**config.mk**
```make
export PLATFORM = sky130hd
export DESIGN_NAME = rec_elink_fifo
export DESIGN_NICKNAME = d
export VERILOG_FILES = /design/src/rtl/rec_elink_pkg.sv /design/src/rtl/rec_elink_frame_fifo.sv /design/src/rtl/rec_elink_fifo.sv
export SDC_FILE = /design/constraint.sdc
export NUM_CORES = 1
export LEC_CHECK = 0
export ABC_CLOCK_PERIOD_IN_PS = 12350
export BUFFER_PORTS_ARGS = -buffer_cell sky130_fd_sc_hd__buf_2
export CORE_ASPECT_RATIO = 1.75
export CORE_MARGIN = 3
export CORE_UTILIZATION = 55
export CTS_BUF_LIST = sky130_fd_sc_hd__clkbuf_16
export DETAILED_ROUTE_END_ITERATION = 8
export PLACE_DENSITY = 0.74
export RECOVER_POWER = 100
export SKIP_CTS_REPAIR_TIMING = 1
export SYNTH_ARGS = -nofsm -noshare
export SYNTH_HDL_FRONTEND = slang
export SYNTH_SLANG_ARGS = --single-unit
```
**constraint.sdc**
```tcl
create_clock -name clk -period 12.35 [get_ports clk]
set_clock_uncertainty 0.1 [all_clocks]
set_input_delay 3.0875 -clock clk [delete_from_list [all_inputs] [get_ports clk]]
set_output_delay 3.0875 -clock clk [all_outputs]
set_load 0.01 [all_outputs]
```
**src/rtl/rec_elink_pkg.sv**
```systemverilog
// Shared constants and helpers for the e-link receive frame FIFO:
// register addresses, frame width and frame packing.
package rec_elink_pkg;

    localparam logic [4:0] ADDR_ID        = 5'b00101;
    localparam logic [4:0] ADDR_DATA_BASE = 5'd0;
    localparam int         MAX_NBYTES     = 8;
    localparam int         MAX_FRAME_W    = 12 + 8 * MAX_NBYTES;

    function automatic int frame_w(input int nbytes);
        return 12 + 8 * nbytes;
    endfunction

    // Payload is right-aligned with b1 in its top byte; the id sits just above it.
    function automatic logic [MAX_FRAME_W-1:0] pack_frame(input logic [10:0] id,
                                                          input logic [63:0] payload,
                                                          input int          nbytes);
        logic [MAX_FRAME_W-1:0] f;
        f = {12'd0, payload};
        f = f | ({65'd0, id} << (8 * nbytes));
        return f;
    endfunction

endpackage

```
**src/rtl/rec_elink_frame_fifo.sv**
```systemverilog
// Generic first-word-fall-through synchronous FIFO; a push into a full FIFO
// is accepted only when a pop happens in the same cycle.
module rec_elink_frame_fifo #(
    parameter int WIDTH = 76,
    parameter int DEPTH = 4
) (
    input  logic                     clk,
    input  logic                     rst,
    input  logic                     push,
    input  logic                     pop,
    input  logic [WIDTH-1:0]         din,
    output logic [WIDTH-1:0]         dout,
    output logic                     full,
    output logic                     empty,
    output logic [$clog2(DEPTH):0]   fill
);
    localparam int AW = $clog2(DEPTH);

    logic [WIDTH-1:0] mem [DEPTH];
    logic [AW:0]      wr_ptr_q, wr_ptr_d;
    logic [AW:0]      rd_ptr_q, rd_ptr_d;
    logic             wr_en, rd_en;

    assign full  = (wr_ptr_q[AW] != rd_ptr_q[AW]) && (wr_ptr_q[AW-1:0] == rd_ptr_q[AW-1:0]);
    assign empty = (wr_ptr_q == rd_ptr_q);
    assign fill  = wr_ptr_q - rd_ptr_q;
    assign dout  = mem[rd_ptr_q[AW-1:0]];

    assign rd_en = pop && !empty;
    assign wr_en = push && (!full || rd_en);

    always_comb begin
        wr_ptr_d = wr_ptr_q;
        rd_ptr_d = rd_ptr_q;
        if (wr_en) wr_ptr_d = wr_ptr_q + 1'b1;
        if (rd_en) rd_ptr_d = rd_ptr_q + 1'b1;
    end

    always_ff @(posedge clk) begin
        if (rst) begin
            wr_ptr_q <= '0;
            rd_ptr_q <= '0;
        end else begin
            wr_ptr_q <= wr_ptr_d;
            rd_ptr_q <= rd_ptr_d;
        end
    end

    // Storage carries no reset so it maps onto plain memory.
    always_ff @(posedge clk) begin
        if (wr_en && !rst) mem[wr_ptr_q[AW-1:0]] <= din;
    end

endmodule

```
**src/rtl/rec_elink_fifo.sv**
```systemverilog
// Assembles CAN frames from CANakari register reads into a staging register
// and queues each committed frame toward the e-link transmit path.
module rec_elink_fifo
    import rec_elink_pkg::*;
#(
    parameter int         NBYTES  = 8,
    parameter int         DEPTH   = 4,
    parameter logic [4:0] ID_ADDR = ADDR_ID
) (
    input  logic                        clk,
    input  logic                        rst,
    input  logic [15:0]                 data_rec_in,
    input  logic                        buffer_en,
    input  logic [4:0]                  addr,
    input  logic                        commit,
    input  logic                        clr_ovf,
    output logic                        out_valid,
    input  logic                        out_ready,
    output logic [12+8*NBYTES-1:0]      data_rec_out,
    output logic [$clog2(DEPTH):0]      fill,
    output logic                        overflow
);
    localparam int FW     = frame_w(NBYTES);
    localparam int PW     = 8 * NBYTES;
    localparam int NPAIRS = NBYTES / 2;

    logic [10:0]       id_q, id_d;
    logic [PW-1:0]     bytes_q, bytes_d;
    logic              ovf_q, ovf_d;
    logic [NPAIRS-1:0] pair_we;
    logic [FW-1:0]     frame_push;
    logic [FW-1:0]     fifo_dout;
    logic              fifo_full, fifo_empty, pop, drop;

    // Address P loads the byte pair that sits at bits [16P+15:16P] of the payload.
    genvar gi;
    generate
        for (gi = 0; gi < NPAIRS; gi++) begin : g_pair
            assign pair_we[gi] = buffer_en && (addr == ADDR_DATA_BASE + 5'(gi));
        end
    endgenerate

    assign frame_push = FW'(pack_frame(id_q, 64'(bytes_q), NBYTES));
    assign out_valid  = !fifo_empty;
    assign pop        = out_valid && out_ready;
    assign drop       = commit && fifo_full && !pop;

    always_comb begin
        id_d    = commit ? '0 : id_q;
        bytes_d = commit ? '0 : bytes_q;
        if (buffer_en && addr == ID_ADDR) id_d = data_rec_in[15:5];
        for (int p = 0; p < NPAIRS; p++) begin
            if (pair_we[p]) bytes_d[16*p +: 16] = data_rec_in;
        end
        ovf_d = ovf_q;
        if (clr_ovf) ovf_d = 1'b0;
        if (drop)    ovf_d = 1'b1;
    end

    always_ff @(posedge clk) begin
        if (rst) begin
            id_q    <= '0;
            bytes_q <= '0;
            ovf_q   <= 1'b0;
        end else begin
            id_q    <= id_d;
            bytes_q <= bytes_d;
            ovf_q   <= ovf_d;
        end
    end

    rec_elink_frame_fifo #(
        .WIDTH (FW),
        .DEPTH (DEPTH)
    ) u_fifo (
        .clk   (clk),
        .rst   (rst),
        .push  (commit),
        .pop   (pop),
        .din   (frame_push),
        .dout  (fifo_dout),
        .full  (fifo_full),
        .empty (fifo_empty),
        .fill  (fill)
    );

    assign data_rec_out = out_valid ? fifo_dout : '0;
    assign overflow     = ovf_q;

endmodule

```
[Yosys cells after proc, flatten, opt, wreduce, memory -nomap -nowiden]
Memories as Yosys holds them, arrays and structs flattened. A register that Yosys moved wholly into a read port is not among the register bits.
Index checks and enable logic that the tools add are counted.
Word-level totals
  input bits: 27
  ROM bits: 0
  register bits: 82
  output and inout bits: 81
  memories: 1
  RAM bits: 300
  bits in latches: 0
  word-level logic and storage cells: 58
Memory list
  u_fifo.mem: depth 4, bits a word 75, read ports 1, clocked after Yosys merged registers in 1, write ports 1, line rec_elink_frame_fifo.sv:19  | logic [WIDTH-1:0] mem [DEPTH];
Operators by class
  multiplexer cells: 14
  eq/ne operators: 7
  add/subtract/negate cells: 3
  shifts and indexed selects: 0
  $lt $le $gt $ge: 0
  reduce and logical (&&, ||, !) cells: 24
  bitwise operators: 1
  div/mod/pow operators: 0
  multiply operators: 0
Operators by type and width (count)
  two-way mux 76 bit: 1
  bitwise OR 64 x 75 -> 75 bit: 1
  two-way mux 16 bit: 4
  two-way mux 64 bit: 1
  two-way mux 11 bit: 2
  logical AND 1 bit: 12
  nonzero test 2 bit: 6
  == test 5 x 2 -> 1 bit (second input constant): 2
  adder 3 x 1 -> 3 bit (second input constant): 2
  == test 5 x 1 -> 1 bit (second input constant): 1
  == test 5 x 3 -> 1 bit (second input constant): 1
  logical NOT 5 bit: 1
  logical NOT 1 bit: 4
  two-way mux 1 bit: 4
  two-way mux 2 bit: 2
  == test 3 bit: 1
  subtractor 3 bit: 1
  == test 2 bit: 1
  logical OR 1 bit: 1
  inequality test 1 bit: 1

[Longest topological paths before layout]
  depth after elaboration: 9
  depth in mapped cells: 8
  depth with buffers taken out: 6

[Hierarchy]
Synthesis repeated with hierarchy kept, for this count alone.
Unflattened totals
  cell total of the unflattened synthesis: 821
  area total of the unflattened synthesis: 15277.2 µm²
By module, submodules not included
  rec_elink_frame_fifo: sequential area each 9288.9 µm², area each 11457.2 µm², cells each 453, instances 1
  rec_elink_fifo: sequential area each 1521.5 µm², area each 3819.9 µm², cells each 368, instances 1

[Worst setup path before layout]
Ideal clock, no wire load.
  path type: in2reg
  start: input port rst
  end: memory u_fifo.mem[3][0] (netlist name), enable pin
  buffers on the path: 2
  library setup time: 0.442 ns
  arrival: 5.554 ns
  slack: 6.254 ns
  stages: 4
  data required time: 11.808 ns
  path through: inv_2 > clkbuf_1 > clkbuf_1 > and3_1
Between the ends
  longest elaborated chain between the ends: 4
RTL lines
  from (decl): line rec_elink_fifo.sv:11  | input logic rst,
  logical NOT 1 bit: line rec_elink_frame_fifo.sv:51  | if (wr_en && !rst) mem[wr_ptr_q[AW-1:0]] <= din;
  logical AND 1 bit: line rec_elink_frame_fifo.sv:51
  two-way mux 1 bit: line rec_elink_frame_fifo.sv:51
  two-way mux 1 bit (not written as such): line rec_elink_frame_fifo.sv:51
  to (decl): line rec_elink_frame_fifo.sv:19
Every way passes these cells.

[Worst setup path after layout]
  start: input port rst
  end: memory u_fifo.mem[3][57] (netlist name), enable pin
Same word-level chain as after synthesis.

==> out/qor.csv <==
stage,metric,value,unit
outcome,status,finished with violations,
outcome,violations,"capacitance limit, slew limit",
timing,rsz0062_at_grt,false,
cells_and_area,drive_above_1_share,20.2,%
cts,root_buffer,clkbuf_16,
timing,setup_viol,0,
cts,cts_buffers,31,
global_route,grt_pass1_vias,7751,
detailed_routing,vias_per_cell,5.92,
cts,htreeDepth,1,
min_path,holdCritStartpoint,bytes_q[4]$_SDFFE_PP0P_,
timing,worst_pin_slew,4.09,ns
die,die_h,223,um
synthesis,ys_seq_area_share,72.2,%
synthesis,syn_nets,864,
synthesis,netlist_area,14800,sq um
timing,maxSlewHeadroom,-173,%
detailed_routing,routed_wl,29700,um
synthesis,synth_edf_count,300,
cts,cts_buffer_depth,3,
global_route,antenna_found_initial,0,
critical_path,critPathCaptureType,register,
die,core_area,26300,sq um
min_path,hold_class,register to register,
cts,cts_tree,built,
critical_path,start_kind,input pin,
die,die_w,130,um
timing,period_minus_slack,8.52,ns
job,drv_cap,2,
placement,gp_congestion,0.795,
critical_path,crit_start,rst,
timing,slew_violations,167,
timing,setup_slack,3.83,ns
synthesis,yosys_warnings,0,
critical_path,crit_family,buffers and inverters,
power_and_ir_drop,pwr_density_cell,171,nW/um^2
timing,setup_tns,0,ns
global_route,track_usage,20.9,%
critical_path,slowest_delay,2.88,ns
critical_path,worstPathCellList,clkbuf_1 -> clkinv_1 -> clkbuf_1 -> and3_1 -> buf_4,
critical_path,reg2reg_to,u_fifo.mem[3][57]$_DFFE_PP_,
cts,clock-sinks,384,
power_and_ir_drop,power_leakage,5.69,nW
cells_and_area,final_cell_area,16500,sq um
critical_path,path_max_fanout,88,
min_path,worstHoldEndpoint,u_fifo.mem[1][4]$_DFFE_PP_,
global_route,grt_overflow_total,0,
synthesis,synth.area.top_cells,"edfxtp_1 (61%), mux4_2 (11%), dfxtp_1 (11%)",
placement,dp.cells,1212,
critical_path,worst-r2r-cell-count,6,
synthesis,async_flop_share,0,%
detailed_routing,postRouteAntennaNets,0,
synthesis,ys_types,44,
global_route,grt_max_degree,89,
detailed_routing,firstDrtPassIters,5,
cells_and_area,syn2layout_area_growth,11.2,%
die,start_util,56.4,%
cts,path_clk_slew,0.07,ns
critical_path,arrival,8.59,ns
placement,port_buffers,106,
power_and_ir_drop,p_total,2.82,mW
min_path,holdPathStages,0,
die,row_count,78,
critical_path,r2r_start,u_fifo.wr_ptr_q[0]$_SDFFE_PP0P_,
placement,dp.final_hpwl,17100,um
cells_and_area,stdcell_count,1268,
die,ios,108,
detailed_routing,drtIter0Drc,658,
critical_path,crit_top_cell,clkbuf_1,
detailed_routing,wl_per_cell,23.4,um
detailed_routing,vias,7511,
cells_and_area,multi_input_area,3830,sq um
cts,clk_latency,0.56,ns
cells_and_area,nNetsFinal,960,
die,die-area,29000,sq um
synthesis,ys_ff_latch,384,
critical_path,cp_slowest_cell,clkbuf_1,
synthesis,syn_avg_cell_area,17.9,sq um
placement,dpl-instance-area,15600,sq um
global_route,grt_pass1_wl,45400,um
critical_path,critPathRequiredTime,12.42,ns
placement,dpl_worst_slack,6.31,ns
detailed_routing,drc,0,
power_and_ir_drop,ir_worst_vdd,0.000155,V
critical_path,cp_num_buf_inv,4,
cells_and_area,final-seq-area,10700,sq um
timing,max_freq,0.117,GHz
timing,min_period_over_period,69.0,%
critical_path,critical_path_class,input pin to register,
synthesis,yosys.area.top_type_share,60.9,%
cells_and_area,fillers,1890,
critical_path,reg2reg_slack,8.75,ns
synthesis,ys.flop_type,edfxtp_1,
synthesis,synthCells,829,
synthesis,synth_top_cell_by_area,edfxtp_1,
timing,finalHoldViolCount,0,
## cell type report
cell class              instances  share of cell area [%]
repair buffers                117                    3.31
diodes                          1                  0.0152
well taps                     320                    2.43
clock inverters                24                   0.996
flip-flops and latches        384                    65.0
multi-input cells             379                    23.3
inverters                      12                   0.274
clock buffers                  31                    4.71
## cell usage after synthesis (2+ instances only)
cell type and count:
o211ai_1 11, mux2i_1 65, nand2_1 18, buf_1 6
mux4_2 75, a211oi_1 2, buf_2 14, dfxtp_1 84
nand3_1 75, mux2_2 3, nor2_1 4, and2_1 77
clkbuf_1 32, and3_1 4, inv_1 11, nand3b_1 4
a21oi_1 12, ha_1 7, edfxtp_1 300
## per-stage QoR
step	util, %	hold WS (ns)
after detailed placement	59.5	0.389
after CTS	63.0	0.399
after floorplan	-	0.360
after global placement	59.5	0.371
after global routing	62.7	0.418
final	62.7	0.404
## state kept, by name (all words and copies together) (netlist names), named ones only
register / cells
bytes_q: 64
id_q: 11
overflow: 1
u_fifo.mem: 300
u_fifo.rd_ptr_q: 3
u_fifo.wr_ptr_q: 3
## layout by cell type, fill, tap and decap left out, types with 31 or more instances in the layout
cell	n
and2_0	31
and2_1	46
buf_2	55
clkbuf_1	52
clkbuf_16	31
dfxtp_1	82
edfxtp_1	300
mux2i_1	65
mux4_2	75
nand3_1	75
## cell families after synthesis
group                    Yosys count  synth area share, %
flip-flops                       384                 72.2
AND/OR/NAND/NOR                  193                 7.47
multiplexers                     143                 16.0
buffers and inverters             66                 1.87
AO/OA/AOI/OAI                     32                 1.45
adder cells (fa/ha/maj)            8                0.727
XOR/XNOR                           2                0.169
other                              1               0.0253
## per-layer routing
metal	vias up	part of all wire (%)	track usage, %
li1	3405	-	-
met1	3842	37	26.1
met2	227	55	37.6
met3	37	5.2	3.04
met4	0	2.4	6.01
met5	-	0	0
## how the worst max path moves through the flow
| stage | depth (start not counted) | slack, ns | end |
|---|---|---|---|
| floorplan | 4 | 6.25 | u_fifo.mem[3][0]$_DFFE_PP_ |
| global placement | 5 | 6.34 | u_fifo.mem[2][69]$_DFFE_PP_ |
| finish | 5 | 3.83 | u_fifo.mem[3][57]$_DFFE_PP_ |
| CTS | 4 | 5.88 | data_rec_out[18] |
| global route | 5 | 3.38 | u_fifo.mem[3][56]$_DFFE_PP_ |
| detailed placement | 5 | 6.31 | u_fifo.mem[3][56]$_DFFE_PP_ |
## power by group
| part | leakage (nW) | total (mW) | internal [mW] | switching, mW |
|---|---|---|---|---|
| combinational | 1.79 | 0.452 | 0.207 | 0.246 |
| clock | 0.477 | 0.921 | 0.496 | 0.425 |
| sequential | 3.43 | 1.44 | 1.41 | 0.0301 |
Power figures use the tool's default switching activity.
